[src/rtl/lms_fifo_frame_ctrl.sv]
// lms_fifo_frame_ctrl
//
// Frame scheduler in front of the LMS audio sample FIFO (lms_fifos, 1-cycle read latency).
// The write side registers incoming samples into the FIFO and discards them once the FIFO
// reports almost_full or full. The read side waits for a full frame of FRAME_LEN samples in
// the FIFO and bursts exactly that many samples to the LMS core. The burst goes through a
// 2-entry skid buffer, so m_ready can stall the core interface for any length of time.
//
// Optional feature: define LMS_FIFO_FRAME_CTRL_OVF_CNT_EN to enable the saturating
// overflow_cnt drop counter. When it is undefined, overflow_cnt is tied to zero.
//
// Ports:
//   clk, tb_rst          clock; asynchronous active-high reset (also resets the FIFO)
//   s_valid, s_data      audio sample input
//   s_drop               one-cycle pulse when a sample was discarded
//   fifo_wr_en/_data     FIFO write port
//   fifo_almost_full     FIFO almost_full flag
//   fifo_wr_full         FIFO full flag
//   fifo_rd_en           FIFO read strobe
//   fifo_rd_data         FIFO read data, valid the cycle after fifo_rd_en
//   fifo_rd_empty        FIFO empty flag
//   fifo_rd_water_level  FIFO read-side fill level
//   m_valid/m_data/m_last/m_ready  frame stream to the LMS core
//   busy                 read FSM not idle
//   frame_cnt            completed frames (wrapping)
//   overflow_cnt         dropped samples (saturating, optional)
module lms_fifo_frame_ctrl #(
  parameter int unsigned DATA_WIDTH  = 16,
  parameter int unsigned DEPTH_WIDTH = 10,
  parameter int unsigned FRAME_LEN   = 256
) (
  input  logic                  clk,
  input  logic                  tb_rst,
  input  logic                  s_valid,
  input  logic [DATA_WIDTH-1:0] s_data,
  output logic                  s_drop,
  output logic                  fifo_wr_en,
  output logic [DATA_WIDTH-1:0] fifo_wr_data,
  input  logic                  fifo_almost_full,
  input  logic                  fifo_wr_full,
  output logic                  fifo_rd_en,
  input  logic [DATA_WIDTH-1:0] fifo_rd_data,
  input  logic                  fifo_rd_empty,
  input  logic [DEPTH_WIDTH:0]  fifo_rd_water_level,
  output logic                  m_valid,
  output logic [DATA_WIDTH-1:0] m_data,
  output logic                  m_last,
  input  logic                  m_ready,
  output logic                  busy,
  output logic [15:0]           frame_cnt,
  output logic [15:0]           overflow_cnt
);

  localparam int unsigned CntW = DEPTH_WIDTH + 1;
  localparam logic [CntW-1:0] FrameLen = CntW'(FRAME_LEN);

  typedef enum logic [1:0] {StIdle, StStream, StDrain, StGap} state_e;

  // ---------------------------------------------------------------------------------------------
  // Write side
  // ---------------------------------------------------------------------------------------------
  logic                  wr_accept;
  logic                  wr_drop;
  logic                  wr_en_q;
  logic                  drop_q;
  logic [DATA_WIDTH-1:0] wr_data_q;

  assign wr_accept = s_valid & ~fifo_almost_full & ~fifo_wr_full;
  assign wr_drop   = s_valid & ~wr_accept;

  always_ff @(posedge clk or posedge tb_rst) begin
    if (tb_rst) begin
      wr_en_q   <= 1'b0;
      drop_q    <= 1'b0;
      wr_data_q <= '0;
    end else begin
      wr_en_q <= wr_accept;
      drop_q  <= wr_drop;
      if (wr_accept) begin
        wr_data_q <= s_data;
      end
    end
  end

  assign fifo_wr_en   = wr_en_q;
  assign fifo_wr_data = wr_data_q;
  assign s_drop       = drop_q;

`ifdef LMS_FIFO_FRAME_CTRL_OVF_CNT_EN
  logic [15:0] ovf_cnt_q;

  // Counts on the same edge that raises s_drop, so both become visible together.
  always_ff @(posedge clk or posedge tb_rst) begin
    if (tb_rst) begin
      ovf_cnt_q <= '0;
    end else if (wr_drop && (ovf_cnt_q != 16'hFFFF)) begin
      ovf_cnt_q <= ovf_cnt_q + 16'd1;
    end
  end

  assign overflow_cnt = ovf_cnt_q;
`else
  assign overflow_cnt = '0;
`endif

  // ---------------------------------------------------------------------------------------------
  // Read FSM and skid buffer
  // ---------------------------------------------------------------------------------------------
  state_e                state_q, state_d;
  logic [CntW-1:0]       rd_remain_q, rd_remain_d;
  logic [CntW-1:0]       out_remain_q, out_remain_d;
  logic [1:0]            occ_q, occ_d;
  logic                  infl_q;
  logic                  wr_ptr_q, rd_ptr_q;
  logic [DATA_WIDTH-1:0] skid_q [2];
  logic [15:0]           frame_cnt_q;
  logic                  frame_done;
  logic                  pop;
  logic                  rd_en;
  logic [2:0]            level;

  assign m_valid = (occ_q != 2'd0);
  assign m_data  = skid_q[rd_ptr_q];
  assign m_last  = (out_remain_q == CntW'(1)) & m_valid;
  assign pop     = m_valid & m_ready;

  // Entries that will occupy the buffer next cycle if no new read is issued; a new read is
  // only issued when it is guaranteed a free slot on arrival.
  assign level = {1'b0, occ_q} + {2'b00, infl_q} - {2'b00, pop};
  assign rd_en = (state_q == StStream) & (rd_remain_q != '0) & ~fifo_rd_empty & (level < 3'd2);

  assign occ_d = occ_q + {1'b0, infl_q} - {1'b0, pop};

  always_comb begin
    state_d      = state_q;
    rd_remain_d  = rd_remain_q;
    out_remain_d = out_remain_q;
    frame_done   = 1'b0;

    if (pop) begin
      out_remain_d = out_remain_q - CntW'(1);
    end

    unique case (state_q)
      StIdle: begin
        if (fifo_rd_water_level >= FrameLen) begin
          state_d      = StStream;
          rd_remain_d  = FrameLen;
          out_remain_d = FrameLen;
        end
      end
      StStream: begin
        if (rd_en) begin
          rd_remain_d = rd_remain_q - CntW'(1);
        end
        if (rd_remain_d == '0) begin
          state_d = StDrain;
        end
      end
      StDrain: begin
        if (pop && m_last) begin
          frame_done = 1'b1;
          state_d    = StGap;
        end
      end
      // One dead cycle so the FIFO water level reflects the frame just read.
      StGap: begin
        state_d = StIdle;
      end
      default: begin
        state_d = StIdle;
      end
    endcase
  end

  always_ff @(posedge clk or posedge tb_rst) begin
    if (tb_rst) begin
      state_q      <= StIdle;
      rd_remain_q  <= '0;
      out_remain_q <= '0;
      occ_q        <= 2'd0;
      infl_q       <= 1'b0;
      wr_ptr_q     <= 1'b0;
      rd_ptr_q     <= 1'b0;
      skid_q[0]    <= '0;
      skid_q[1]    <= '0;
      frame_cnt_q  <= '0;
    end else begin
      state_q      <= state_d;
      rd_remain_q  <= rd_remain_d;
      out_remain_q <= out_remain_d;
      occ_q        <= occ_d;
      infl_q       <= rd_en;
      // FIFO data for last cycle's read is on fifo_rd_data now.
      if (infl_q) begin
        skid_q[wr_ptr_q] <= fifo_rd_data;
        wr_ptr_q         <= ~wr_ptr_q;
      end
      if (pop) begin
        rd_ptr_q <= ~rd_ptr_q;
      end
      if (frame_done) begin
        frame_cnt_q <= frame_cnt_q + 16'd1;
      end
    end
  end

  assign fifo_rd_en = rd_en;
  assign busy       = (state_q != StIdle);
  assign frame_cnt  = frame_cnt_q;

endmodule

[config.mk]
export PLATFORM = sky130hd
export DESIGN_NAME = lms_fifo_frame_ctrl
export DESIGN_NICKNAME = d
export VERILOG_FILES = /design/src/rtl/lms_fifo_frame_ctrl.sv
export SDC_FILE = /design/constraint.sdc
export NUM_CORES = 1
export LEC_CHECK = 0
export BUFFER_PORTS_ARGS = -buffer_cell sky130_fd_sc_hd__buf_2
export CAP_MARGIN = 0
export CORE_ASPECT_RATIO = 0.8
export CORE_MARGIN = 5
export CORE_UTILIZATION = 25
export CTS_CLUSTER_DIAMETER = 150
export DETAILED_ROUTE_END_ITERATION = 10
export PLACE_DENSITY_LB_ADDON = 0.2
export SYNTH_ARGS = -nofsm -noshare
export SYNTH_HDL_FRONTEND = slang
export SYNTH_SLANG_ARGS = --single-unit
export TNS_END_PERCENT = 1
[constraint.sdc]
create_clock -name clk -period 9.38 [get_ports clk]
set_clock_uncertainty 0.05 [all_clocks]
set_input_delay 0.938 -clock clk [delete_from_list [all_inputs] [get_ports clk]]
set_output_delay 0.938 -clock clk [all_outputs]
set_load 0.03 [all_outputs]
==> flow_summary.json <==
{
  "worst_pin_slew_ps": 1220,
  "cts_tree": "built",
  "antenna_found_initial": 0,
  "clockBufferDepth": 2,
  "cts.sinks": 95,
  "slew_viol_final": 0,
  "path_buf_inv": 2,
  "avgSynthCellArea_sq_um": 11.8,
  "fmax_mhz": 232,
  "dp_slack_ps": 4970,
  "area_delta_synth_final_pct": 20.9,
  "drtIter0Drc": 146,
  "synth_ff_type": "dfrtp_1",
  "synth_area_leaders": "dfrtp_1 (52%), mux2_2 (16%), xnor2_1 (3.4%)",
  "port_buffers": 95,
  "slew_headroom_pct": 18.4,
  "grt_usage_pct": 9.69,
  "cpLargestDelayFamily": "simple AND/OR/NAND/NOR gates",
  "min_period_ps": 4310,
  "drc": 0,
  "synth_edf_count": 0,
  "reg2regPathDepth": 13,
  "n_fill_cell": 1849,
  "crit_chain": "or2_2, nand2_1, xnor2_1, ha_1, inv_1, fa_1, xnor2_1, nand2_1, nor2_1, buf_2",
  "routed_via_density": 4.46,
  "timing.rr.start": "occ_q[1]",
  "rsz0062_at_grt": "no",
  "grt_pass1_wl_um": 16900,
  "seq_area_frac_synth_pct": 51.8,
  "ctsHtreeMaxLevel": 3,
  "synthCells": 390,
  "slowest_stage": "nor2_1",
  "die_h_um": 131,
  "power.density_nw_per_um2": 314,
  "total_leakage_power_nw": 2.56,
  "fin_ws_ps": 5070,
  "row_count": 44,
  "start_kind": "flip-flop",
  "clock-root-buffer": "clkbuf_16",
  "die_w_um": 162,
  "synth_top_area_share_pct": 51.8,
  "wl_per_cell_um": 14.4,
  "overflow": 0,
  "synth_area_sq_um": 4590,
  "insertion_delay_ps": 340,
  "outcome": "complete, no violations",
  "maxCapViolations": 0,
  "coreArea_sq_um": 18100,
  "setup-tns-final_ps": 0,
  "crit_arrival_ps": 3320,
  "postRouteAntennaNets": 0,
  "finalSetupViolCount": 0,
  "reg2reg_slack_ps": 5260,
  "routed_wl_um": 10300,
  "initial_core_util_pct": 25.3,
  "grt_max_degree": 78,
  "yosys_register_bits": 95,
  "cp_max_fo": 9,
  "whs_path_depth": 1,
  "num_vias": 3200,
  "ios": 120,
  "end_kind": "primary output",
  "ys_warn_count": 0,
  "hp-start": "frame_cnt[15]",
  "holdPathEnd": "frame_cnt[15]",
  "drive_above_1_share_pct": 38.9,
  "dpl.hpwl_um": 7380,
  "hp-class": "flip-flop to flip-flop",
  "async_flop_share_pct": 100,
  "gp_congestion": 0.781,
  "cts.clk_slew.worst_paths_ps": 70,
  "antenna_cells": 0,
  "grt_pass1_vias": 3237,
  "ctsHoldBuffers": 0,
  "nNetsFinal": 542,
  "post-route-period-util_pct": 46.0,
  "r2r-end": "state_q[1]",
  "postCtsSetupBuffers": 0,
  "critPathKind": "flip-flop to primary output",
  "finalHoldViolations": 0,
  "ctsResizeCount": 0,
  "yosysUniqueCellTypes": 53,
  "dieArea_sq_um": 21200,
  "first_pass_iters": 4,
  "cp_data_required_time_ps": 8390,
  "synth_top_cell_by_area": "dfrtp_1",
  "slowest_delay_ps": 460,
  "cts_buffers": 9,
  "vdd_ir_drop_max_mv": 0.0982
}
-- cells in the mapped netlist (2+ instances only) --
master     n
dfrtp_1   95
mux2_2    66
nor2_1    26
nand2_1   22
xnor2_1   18
buf_4     16
o21ai_0   14
inv_1     11
nand3_1   11
nor3_1     9
xor2_1     9
a21oi_1    8
clkbuf_1   8
ha_1       8
and3_1     6
nand4_1    5
nor4_1     5
a31oi_1    3
buf_2      3
mux2i_1    3
nor2b_1    3
nor3_2     3
o21a_1     3
and4_1     2
and4b_1    2
o211ai_1   2
o41ai_1    2
or3_1      2
-- final cells by class --
cell class	instances	area (sq um)	share of cell area [%]
sequential	95	2380	42.9
clock inverter	7	78.8	1.42
timing repair buffer	96	483	8.71
inverter	11	42.5	0.767
tap	230	288	5.19
clock buffer	9	225	4.06
multi-input combinational	270	2050	37.0
-- state kept, by name, summed over array words and instances (netlist names) --
signal        count
frame_cnt        16
skid_q           32
s_drop            1
out_remain_q     11
rd_ptr_q          1
fifo_wr_en        1
state_q           2
infl_q            1
fifo_wr_data     16
wr_ptr_q          1
rd_remain_q      11
occ_q             2
-- per-layer routing --
| layer | wire [um] | global-route usage, % | part of all wire (%) |
|---|---|---|---|
| met1 | 5030 | 13.5 | 49 |
| met2 | 4500 | 14.7 | 44 |
| met3 | 739 | 3.44 | 7.2 |
| met4 | 57 | 1.94 | 0.55 |
| met5 | 0 | 0 | 0 |
-- report_power, final --
part	internal, mW	switching [mW]	total, mW
clock network	0.210	0.170	0.380
logic	0.298	0.424	0.722
registers	0.538	0.102	0.640
total	1.05	0.696	1.74
-- cell usage in the layout (no fill, tap or decap), types with 3 or more instances in the layout --
master and count:
nor4_1 5, conb_1 16, nor2_1 26, and3_1 6, buf_2 95, xor2_1 9
inv_1 10, mux2_2 66, ha_1 8, nand3_1 11, o21a_1 3, nand2_1 22
dfrtp_1 95, nor3_2 3, clkbuf_16 9, nor2b_1 3, nand4_1 5, nor3_1 9
mux2i_1 3, xnor2_1 18, o21ai_0 14, a31oi_1 3, a21oi_1 8
-- worst max path at each step --
stage                   from    endpoint  cells past startpoint
global placement     m_ready  state_q[1]                     13
finish              occ_q[1]  fifo_rd_en                     10
floorplan            m_ready  state_q[1]                     12
global route        occ_q[1]  fifo_rd_en                     10
detailed placement   m_ready  state_q[1]                     13
CTS                 occ_q[1]  fifo_rd_en                     10
-- cells by family (layout without fill, tap and decap cells) --
family / after synthesis / after routing / share of synthesized area, %
AO/OA/AOI/OAI: 39 / 39 / 5.45
XOR/XNOR: 27 / 27 / 5.15
adder cells (fa/ha/maj): 9 / 9 / 2.62
buffers and inverters: 40 / 123 / 4.82
flip-flops: 95 / 95 / 51.8
multiplexers: 70 / 70 / 17.1
other: 1 / 16 / 0.0817
AND/OR/NAND/NOR: 109 / 109 / 13.0
-- through the flow --
stage	utilization (%)	instances	hold slack (ps)	power, mW	area (sq um)
detailed placement	29.0	702	418	1.38	5240
global placement	29.0	702	412	1.36	5240
CTS	30.6	718	429	1.77	5550
global route	30.6	718	445	1.86	5550
floorplan	-	405	402	1.19	4650
finish	30.6	718	419	1.74	5550
(Power assumes the default switching activity.)
